$ cat src/rtl/sdram_sched.sv
// SDRAM command scheduler: power-up init sequencing, then arbitration of the shared
// SDRAM bus between the write, refresh and read engines, with a refresh timer and a watchdog.
module sdram_sched #(
  parameter int INIT_DELAY = 10000,
  parameter int REF_PERIOD = 390,
  parameter int TIMEOUT    = 255
) (
  input  logic       clk,
  input  logic       rst,
  input  logic       wr_req,
  input  logic       rd_req,
  input  logic       init_done,
  input  logic       wr_done,
  input  logic       rd_done,
  input  logic       ref_done,
  output logic [3:0] sel,
  output logic       init_start,
  output logic       wr_start,
  output logic       rd_start,
  output logic       ref_start,
  output logic       wr_ack,
  output logic       rd_ack,
  output logic       ready,
  output logic       busy,
  output logic       ref_overrun,
  output logic       timeout_err
);

  // state    | meaning
  // PWR_WAIT | power-up wait, counting INIT_DELAY
  // INIT     | init engine running, waiting for init_done
  // IDLE     | bus parked on the read engine (NOP), arbitration
  // REF      | refresh engine owns the bus
  // WR       | write engine owns the bus
  // RD       | read engine owns the bus
  typedef enum logic [2:0] {
    S_PWR_WAIT, S_INIT, S_IDLE, S_REF, S_WR, S_RD
  } state_t;

  localparam int PW = $clog2(INIT_DELAY + 1);
  localparam int RW = $clog2(REF_PERIOD + 1);
  localparam int TW = $clog2(TIMEOUT + 1);

  state_t        state, state_nx;
  logic [PW-1:0] pwr_cnt;
  logic [RW-1:0] ref_cnt;
  logic [TW-1:0] wd_cnt;
  logic          ref_pending, last_wr;
  logic          grant_ref, grant_wr, grant_rd;
  logic          init_ok, abort, wd_expired, ref_wrap;

  function automatic logic [3:0] sel_of(state_t s);
    case (s)
      S_PWR_WAIT, S_INIT: sel_of = 4'b0001;
      S_WR:               sel_of = 4'b0010;
      S_REF:              sel_of = 4'b0100;
      default:            sel_of = 4'b1000;
    endcase
  endfunction

  assign wd_expired = (wd_cnt == '0);
  assign ref_wrap   = ready && (ref_cnt == '0);

  always_comb begin
    state_nx  = state;
    grant_ref = 1'b0;
    grant_wr  = 1'b0;
    grant_rd  = 1'b0;
    init_ok   = 1'b0;
    abort     = 1'b0;
    case (state)
      S_PWR_WAIT: if (pwr_cnt == '0) state_nx = S_INIT;
      S_INIT: begin
        if (init_done) begin
          state_nx = S_IDLE;
          init_ok  = 1'b1;
        end else if (wd_expired) begin
          state_nx = S_PWR_WAIT;
          abort    = 1'b1;
        end
      end
      S_IDLE: begin
        // On a write/read tie, the side not granted last wins.
        if (ref_pending) begin
          state_nx  = S_REF;
          grant_ref = 1'b1;
        end else if (wr_req && (!rd_req || !last_wr)) begin
          state_nx = S_WR;
          grant_wr = 1'b1;
        end else if (rd_req) begin
          state_nx = S_RD;
          grant_rd = 1'b1;
        end
      end
      S_REF, S_WR, S_RD: begin
        if ((state == S_REF && ref_done) || (state == S_WR && wr_done) ||
            (state == S_RD && rd_done)) begin
          state_nx = S_IDLE;
        end else if (wd_expired) begin
          state_nx = S_IDLE;
          abort    = 1'b1;
        end
      end
      default: state_nx = S_PWR_WAIT;
    endcase
  end

  always_ff @(posedge clk) begin
    if (rst) state <= S_PWR_WAIT;
    else     state <= state_nx;
  end

  always_ff @(posedge clk) begin
    if (rst) begin
      pwr_cnt     <= PW'(INIT_DELAY - 1);
      ref_cnt     <= RW'(REF_PERIOD - 1);
      wd_cnt      <= TW'(TIMEOUT - 1);
      ref_pending <= 1'b0;
      last_wr     <= 1'b0;
      sel         <= 4'b0001;
      init_start  <= 1'b0;
      wr_start    <= 1'b0;
      rd_start    <= 1'b0;
      ref_start   <= 1'b0;
      wr_ack      <= 1'b0;
      rd_ack      <= 1'b0;
      ready       <= 1'b0;
      busy        <= 1'b1;
      ref_overrun <= 1'b0;
      timeout_err <= 1'b0;
    end else begin
      // Counters reload while outside their active states, so entry always starts fresh.
      pwr_cnt <= (state == S_PWR_WAIT) ? pwr_cnt - 1'b1 : PW'(INIT_DELAY - 1);
      wd_cnt  <= (state inside {S_PWR_WAIT, S_IDLE}) ? TW'(TIMEOUT - 1) : wd_cnt - 1'b1;
      if (ready) ref_cnt <= ref_wrap ? RW'(REF_PERIOD - 1) : ref_cnt - 1'b1;

      if (ref_wrap)       ref_pending <= 1'b1;
      else if (grant_ref) ref_pending <= 1'b0;
      if (ref_wrap && ref_pending && !grant_ref) ref_overrun <= 1'b1;
      if (abort)   timeout_err <= 1'b1;
      if (init_ok) ready       <= 1'b1;
      if (grant_wr)      last_wr <= 1'b1;
      else if (grant_rd) last_wr <= 1'b0;

      sel        <= sel_of(state_nx);
      busy       <= (state_nx != S_IDLE);
      init_start <= (state == S_PWR_WAIT) && (state_nx == S_INIT);
      wr_start   <= grant_wr;
      wr_ack     <= grant_wr;
      rd_start   <= grant_rd;
      rd_ack     <= grant_rd;
      ref_start  <= grant_ref;
    end
  end

endmodule

$ cat config.mk
export PLATFORM = sky130hd
export DESIGN_NAME = sdram_sched
export DESIGN_NICKNAME = d
export VERILOG_FILES = /design/src/rtl/sdram_sched.sv
export SDC_FILE = /design/constraint.sdc
export NUM_CORES = 1
export LEC_CHECK = 0
export ABC_AREA = 1
export BUFFER_PORTS_ARGS = -buffer_cell sky130_fd_sc_hd__buf_4
export CORE_MARGIN = 2
export CORE_UTILIZATION = 57
export CTS_CLUSTER_SIZE = 8
export DETAILED_ROUTE_END_ITERATION = 12
export PLACE_DENSITY = 0.9
export RECOVER_POWER = 100
export SLEW_MARGIN = 20
export SYNTH_ARGS = -nofsm -noshare
export SYNTH_HDL_FRONTEND = slang
export SYNTH_SLANG_ARGS = --single-unit
$ cat constraint.sdc
create_clock -name clk -period 1.83 [get_ports clk]
set_input_delay 0.183 -clock clk [delete_from_list [all_inputs] [get_ports clk]]
set_output_delay 0.183 -clock clk [all_outputs]
set_load 0.02 [all_outputs]
==> results of run 1 <==
==> power breakdown <==
part | internal, mW | total (mW) | switching [mW] | leakage [nW]
Clock | 0.308 | 0.636 | 0.328 | 0.0455
Combinational | 0.0192 | 0.0477 | 0.0285 | 0.542
Sequential | 1.05 | 1.05 | 0.00371 | 0.388
==> cells by family (layout without fill, tap and decap cells) <==
| family | after synthesis | in the layout | share of synthesized area |
|---|---|---|---|
| and+or+nand+nor | 146 | 146 | 0.335 |
| DFF | 48 | 48 | 0.456 |
| buffers and inverters | 42 | 69 | 0.0783 |
| AOI/OAI and AO/OA | 24 | 24 | 0.0653 |
| xor gates and xnor gates | 10 | 10 | 0.0415 |
| adders and majority gates | 4 | 4 | 0.0237 |
==> registers in the layout, summed over array words and instances, names as in the netlist <==
| signal | count |
|---|---|
| busy | 1 |
| init_start | 1 |
| last_wr | 1 |
| pwr_cnt | 14 |
| rd_ack | 1 |
| ready | 1 |
| ref_cnt | 9 |
| ref_overrun | 1 |
| ref_pending | 1 |
| ref_start | 1 |
| sel | 4 |
| state | 3 |
| timeout_err | 1 |
| wd_cnt | 8 |
| wr_ack | 1 |
==> layout by cell type, fill, tap and decap left out <==
master and count:
o31ai_1 1, xor2_1 5, nor3_4 1, nor3_2 1
clkbuf_1 17, o21a_1 2, nand3b_1 2, ha_1 4
o21ai_0 7, nor4_1 1, clkinv_1 1, and2_1 1
a21boi_2 1, nor3_1 8, nor2_2 3, nand3_1 16
nand3_2 2, o21ai_1 1, buf_4 7, clkbuf_8 6
nand2_2 5, dfxtp_1 48, a21oi_1 11, nand2_1 53
nor2_4 3, nand4_1 1, nor2_1 44, nand2_4 1
xnor2_1 5, or2_2 4, o21ai_2 1, inv_2 4
inv_1 34
==> final cells by class <==
cell class,count,area (um2)
multi-input combinational,184,960
tap,48,60.1
inverter,39,146
timing repair buffer,22,109
sequential,48,961
clock buffer,8,90.1
fill,319,1280
==> critical path, delay by kind of cell, from the launching register on <==
family,cells,cell delay [ns]
compound gates,1,0.05
fa+ha+maj,1,0.14
buf+inv,3,0.21
flops,1,0.31
simple gates,6,0.75
==> how the worst max path moves through the flow <==
stage / from / to / cells after the start / slack (ns)
6_report: ref_cnt[1] / ref_cnt[1] / 11 / 0.26
4_1_cts: ref_cnt[1] / ref_cnt[1] / 11 / 0.30
3_5_place_dp: ref_cnt[1] / ref_cnt[1] / 11 / 0.31
5_1_grt: ref_cnt[1] / ref_cnt[1] / 11 / 0.1
2_1_floorplan: ready / ref_cnt[1] / 9 / 0.38
3_3_place_gp: pwr_cnt[0] / sel[1] / 10 / 0.36
==> routing by layer <==
layer  global-route usage  vias up  routed length, um
li1                     -      899                  -
met1                0.229      755               1660
met2                0.366       26               1930
met3               0.0521        7                122
met4               0.0878        0                 66
met5                    0        -                  0
==> summary.txt, run 1 <==
Status
  – Outcome: completed

Place
  – PortBufs: 21
  – Pre-CTS WS: between 0.3 and 0.4 ns
  – Gpl congestion: between 0.8 and 0.9
  – Dpl hpwl: 2830 um
  – Placed Area: about 2300 um2
  – Placed cells: around 340

Worst setup path
  – Cell mode on critical path: nand2_1
  – Crit end category: flip-flop
  – Critical setup path kind: flip-flop to flip-flop
  – Startpoint Class: flip-flop
  – Critical path arrival: approximately 1.8 ns
  – CP peak stage delay: just over 0.3 ns
  – Worst Reg2Reg Path Length in Cells: 11
  – FF-to-FF End: ref_cnt[1]
  – Crit-path cells: inv_1 > ha_1 > inv_1 > nor3_2 > nand2_1 > nor2_2 > nand3_2 > nand2_1 > inv_2 > nand2_1 > o31ai_1
  – Critical path required time: 2.02 ns
  – Slowest CP cell: dfxtp_1
  – Setup slack, reg-to-reg: 0.26 ns
  – Reg-to-reg startpoint: ref_cnt[1]
  – CP max FO: 5

Layout
  – Post-Route Utilization: 0.645
  – Area grow syn2layout: 10.3%
  – Post-route cell area: 2330 um2
  – Fin cells: 349
  – Post-layout net count: around 310
  – Share of cells above drive strength 1: 0.130
  – Ant diodes: 0

Route
  – Routed vias: around 1700
  – Initial DRC count: 44
  – WL/cell: 10.8 um
  – Detailed Routing Iterations Pass 1: 4
  – Post-Route WL: around 3800 um
  – Drc violations: 0
  – Post-route ant nets: 0
  – Routed vias/inst: just under 5

Floorplan
  – Die footprint: approximately 4200 um2
  – Initial Util: 0.585
  – Die Wd: between 60 and 70 um
  – Core box area: roughly 3600 um2
  – # IOs: 22
  – FP Rows: 22
  – Die Y-Extent: about 65 um

Timing
  – Final period utilization: 0.859
  – Hold_ws: between 0.15 and 0.2 ns
  – Pins Over Slew Limit: 0
  – Final Hold Viols: 0
  – Fin Clk Skew: 0.00579 ns
  – Setup ws final: ~0.26 ns
  – Fin Setup TNS: 0 ns
  – Tmin final: approximately 1.6 ns
  – Relative slew slack: 0.710
  – Maximum clock frequency: approximately 640 MHz
  – RSZ-0062 raised after global routing: no
  – Setup violations, final: 0
  – Least-Margin Pin Slew: roughly 0.43 ns

Pwr
  – Overall Power: 1.74 mW
  – VDD IR max: roughly 0.63 mV
  – Leakage: approximately 0.98 nW
  – Power density cells: between 700 and 800 nW/um2

CTS
  – # resized after CTS: 0
  – Clk buf depth: 2
  – CTS tree: yes
  – Num CTS Buffers: 5
  – CTS H-Tree Depth: 2
  – Setup bufs post-CTS: 0
  – CTS root buf: clkbuf_8
  – Latest clock arrival within the worst-skew pair: 0.30 ns
  – Clock slew at reported path FFs: approximately 0.080 ns
  – Hold-fix buffers, CTS: 0
  – Clk sinks: 48

Synth
  – Ys flop type: dfxtp_1
  – Synth Area per Inst: 7.69 um2
  – Post-synth top area share: 0.456
  – Top cells by area, synth: dfxtp_1 (46%), nand2_1 (8.9%), nor2_1 (7.5%)
  – EDFF count, synth: 0
  – Post-synthesis cell type count: 31
  – Yosys top cell by area: dfxtp_1
  – Synth Cell Area: ~2100 um2
  – Synthesized flop and latch total: 48
  – Syn_nets: ~290
  – Post-synth ARST share: 0
  – Ys Warns: 0
  – Post-synth top cells: nand2_1 (50), dfxtp_1 (48), nor2_1 (42)
  – Syn Inst Count: 274
  – Sequential area share after synthesis: 0.456
  – Cell with the most instances after synthesis: nand2_1

Run
  – Max-cap violations: 0

Min path
  – Worst Hold Path EP: rd_ack
  – Hold Path Origin: rd_req
  – Hold path cells: 3
  – Class of the worst hold path: primary input to flip-flop

GRT
  – Largest net degree at the start of global routing: 14
  – GRT overflow: 0
  – Initial antenna violation count: 0
  – GRT Util Overall: 0.205
  – First-pass GRT wire length: about 6600 um
  – Vias in the first global route: 1584
Note: power is estimated with default switching activity, not from simulation.
==> run 2, diff against run 1 <==
Settings changed: ABC_AREA 1 to default, PLACE_DENSITY 0.9 to 0.89.
==> run 2 against run 1 <==
Net effect:
- the flow now finishes with violations (negative setup slack)
- global-route usage shrank 1.1 points
- synthesized cell count shrank 19%
- power grew 2.4%
- register-to-register slack got worse by 0.29 ns
- area after synthesis fell by 3.9%
- combinational power rose by 20%
- via count fell by 5.4%
- critical endpoint is now pwr_cnt[13]
- highest routed layer unchanged
==> summary.txt, run 2 <==
Synth
  – Sequential area share after synthesis: 0.474
  – Top cells by area, synth: dfxtp_1 (47%), nor2_1 (5.4%), xnor2_1 (5.2%)
  – Post-synth top cells: dfxtp_1 (48), nor2_1 (29), nand2_1 (19)
  – Ys Warns: 0
  – Synth Cell Area: about 2000 um2
  – Yosys top cell by area: dfxtp_1
  – Post-synth top area share: 0.474
  – Post-synth ARST share: 0
  – Synth Area per Inst: between 9 and 10 um2
  – Cell with the most instances after synthesis: dfxtp_1
  – Post-synthesis cell type count: 42
  – EDFF count, synth: 0
  – Ys flop type: dfxtp_1
  – Synthesized flop and latch total: 48
  – Syn Inst Count: roughly 220
  – Syn_nets: 234

Layout
  – Max FFs per register: 14
  – Commonest non-fill, non-tap cell in the layout: dfxtp_1
  – Share of cells above drive strength 1: 0.191
  – Area grow syn2layout: 16.8%
  – Post-layout net count: 267
  – Reg with most FFs: pwr_cnt
  – Commonest cells after routing, fill and taps aside: dfxtp_1 (46), nor2_1 (29), buf_4 (21)
  – Ant diodes: 0
  – Post-Route Utilization: 0.703
  – Top flop regs: pwr_cnt x14, ref_cnt x9, wd_cnt x8

Worst setup path
  – Critical path arrival: between 2 and 2.5 ns
  – Startpoint Class: flip-flop
  – Critical path required time: 2.10 ns
  – CP max FO: 5
  – Worst Reg2Reg Path Length in Cells: 5
  – Critical setup path kind: flip-flop to flip-flop
  – Crit end category: flip-flop

GRT
  – Initial antenna violation count: 0
  – Vias in the first global route: around 1500
  – First-pass GRT wire length: 6110 um
  – Largest net degree at the start of global routing: 22
  – GRT Util Overall: 0.194
  – GRT overflow: 0

Timing
  – Relative slew slack: 0.643
  – Pins Over Slew Limit: 0
  – Setup violations, final: 2
  – Maximum clock frequency: ~540 MHz
  – Fin Setup TNS: -0.0472 ns
  – RSZ-0062 raised after global routing: yes
  – Final period utilization: 1.02
  – Least-Margin Pin Slew: 0.531 ns
  – Final Hold Viols: 0
  – Hold_ws: between 0.03 and 0.04 ns
  – Tmin final: 1.86 ns
  – Setup ws final: -0.0325 ns
  – Fin Clk Skew: 0.0189 ns

Min path
  – Hold path cells: 2
  – Class of the worst hold path: primary input to flip-flop

Floorplan
  – Core box area: 3360 um2
  – Initial Util: 0.602
  – Die Wd: approximately 64 um
  – Die Y-Extent: approximately 64 um
  – Die footprint: between 4000 and 5000 um2
  – # IOs: 22
  – FP Rows: 21

Route
  – Post-route ant nets: 0
  – Routed vias/inst: between 5 and 6
  – WL/cell: 12.3 um
  – Post-Route WL: between 3000 and 4000 um
  – Routed vias: about 1600
  – Initial DRC count: between 70 and 80
  – Drc violations: 0
  – Detailed Routing Iterations Pass 1: 4

CTS
  – CTS tree: yes
  – CTS H-Tree Depth: 2
  – Num CTS Buffers: 5
  – Clk buf depth: 2
  – CTS root buf: clkbuf_4
  – Clock slew at reported path FFs: between 0.1 and 0.15 ns
  – Hold-fix buffers, CTS: 0
  – Clk sinks: 48
  – Latest clock arrival within the worst-skew pair: ~0.36 ns

Pwr
  – Overall Power: ~1.8 mW
  – Power density cells: 751 nW/um2
  – VDD IR max: approximately 0.46 mV
  – Leakage: 0.905 nW

Place
  – Dpl hpwl: between 2000 and 3000 um
  – PortBufs: 21
  – Gpl congestion: roughly 0.79

Status
  – Violated checks: negative setup slack
  – Outcome: complete, but fails checks

Run
  – Max-cap violations: 0
==> run 2: cell families after synthesis <==
group                      after synthesis  synth area share
AOI/OAI and AO/OA                       31            0.0945
and+or+nand+nor                         98             0.277
xor gates and xnor gates                17            0.0735
buffers and inverters                   22            0.0445
adders and majority gates                4            0.0247
DFF                                     48             0.474
muxes                                    2            0.0111
==> run 2: worst max-delay path, cell delays in order (launching register included) <==
cell and delay, ns:
dfxtp_2 0.34, or4_4 0.57, or4_4 0.49, nor3b_2 0.20, xnor2_1 0.14, nand2_1 0.06
==> run 2: repair_timing <==
action,in CTS,in global routing
resized for setup,1,5
setup endpoints to repair,4,16
setup buffers,0,1
pin swaps,0,1
==> run 2: worst paths after layout <==
check | from | to | slack (ns)
max | pwr_cnt[5] | pwr_cnt[13] | -0.03
max reg2reg | pwr_cnt[5] | pwr_cnt[13] | -0.03
min reg2reg | pwr_cnt[0] | pwr_cnt[0] | 0.42
min | rd_req | last_wr | 0.03
==> run 2: power breakdown <==
part	leakage, nW	switching, mW	internal [mW]
registers	0.389	0.00292	1.05
clock network	0.0484	0.339	0.328
logic	0.468	0.0317	0.0257
==> run 2: cell type report <==
type | instances | area [um2]
clock inverters | 2 | 38.8
clock buffers | 6 | 51.3
fillers | 263 | 997
multi-input cells | 152 | 996
repair buffers | 35 | 210
inverters | 13 | 48.8
well taps | 46 | 57.6
flip-flops and latches | 48 | 963
==> run 2: metrics by stage <==
step | instances | area [um2] | setup WS [ns]
4_1_cts | 301 | 2390 | -0.0354
3_3_place_gp | 293 | 2300 | -0.000998
6_report | 302 | 2370 | -0.0325
3_5_place_dp | 293 | 2300 | -0.0237
5_1_grt | 302 | 2370 | -0.0720
2_1_floorplan | 222 | 2030 | -0.0184
==> run 2: metal layers <==
layer / up-vias / part of all wire / routed length (um) / GRT usage
li1: 823 / - / - / -
met1: 733 / 0.45 / 1680 / 0.215
met2: 32 / 0.49 / 1830 / 0.345
met3: 8 / 0.039 / 144 / 0.0518
met4: 0 / 0.019 / 71 / 0.0842
met5: - / 0 / 0 / 0
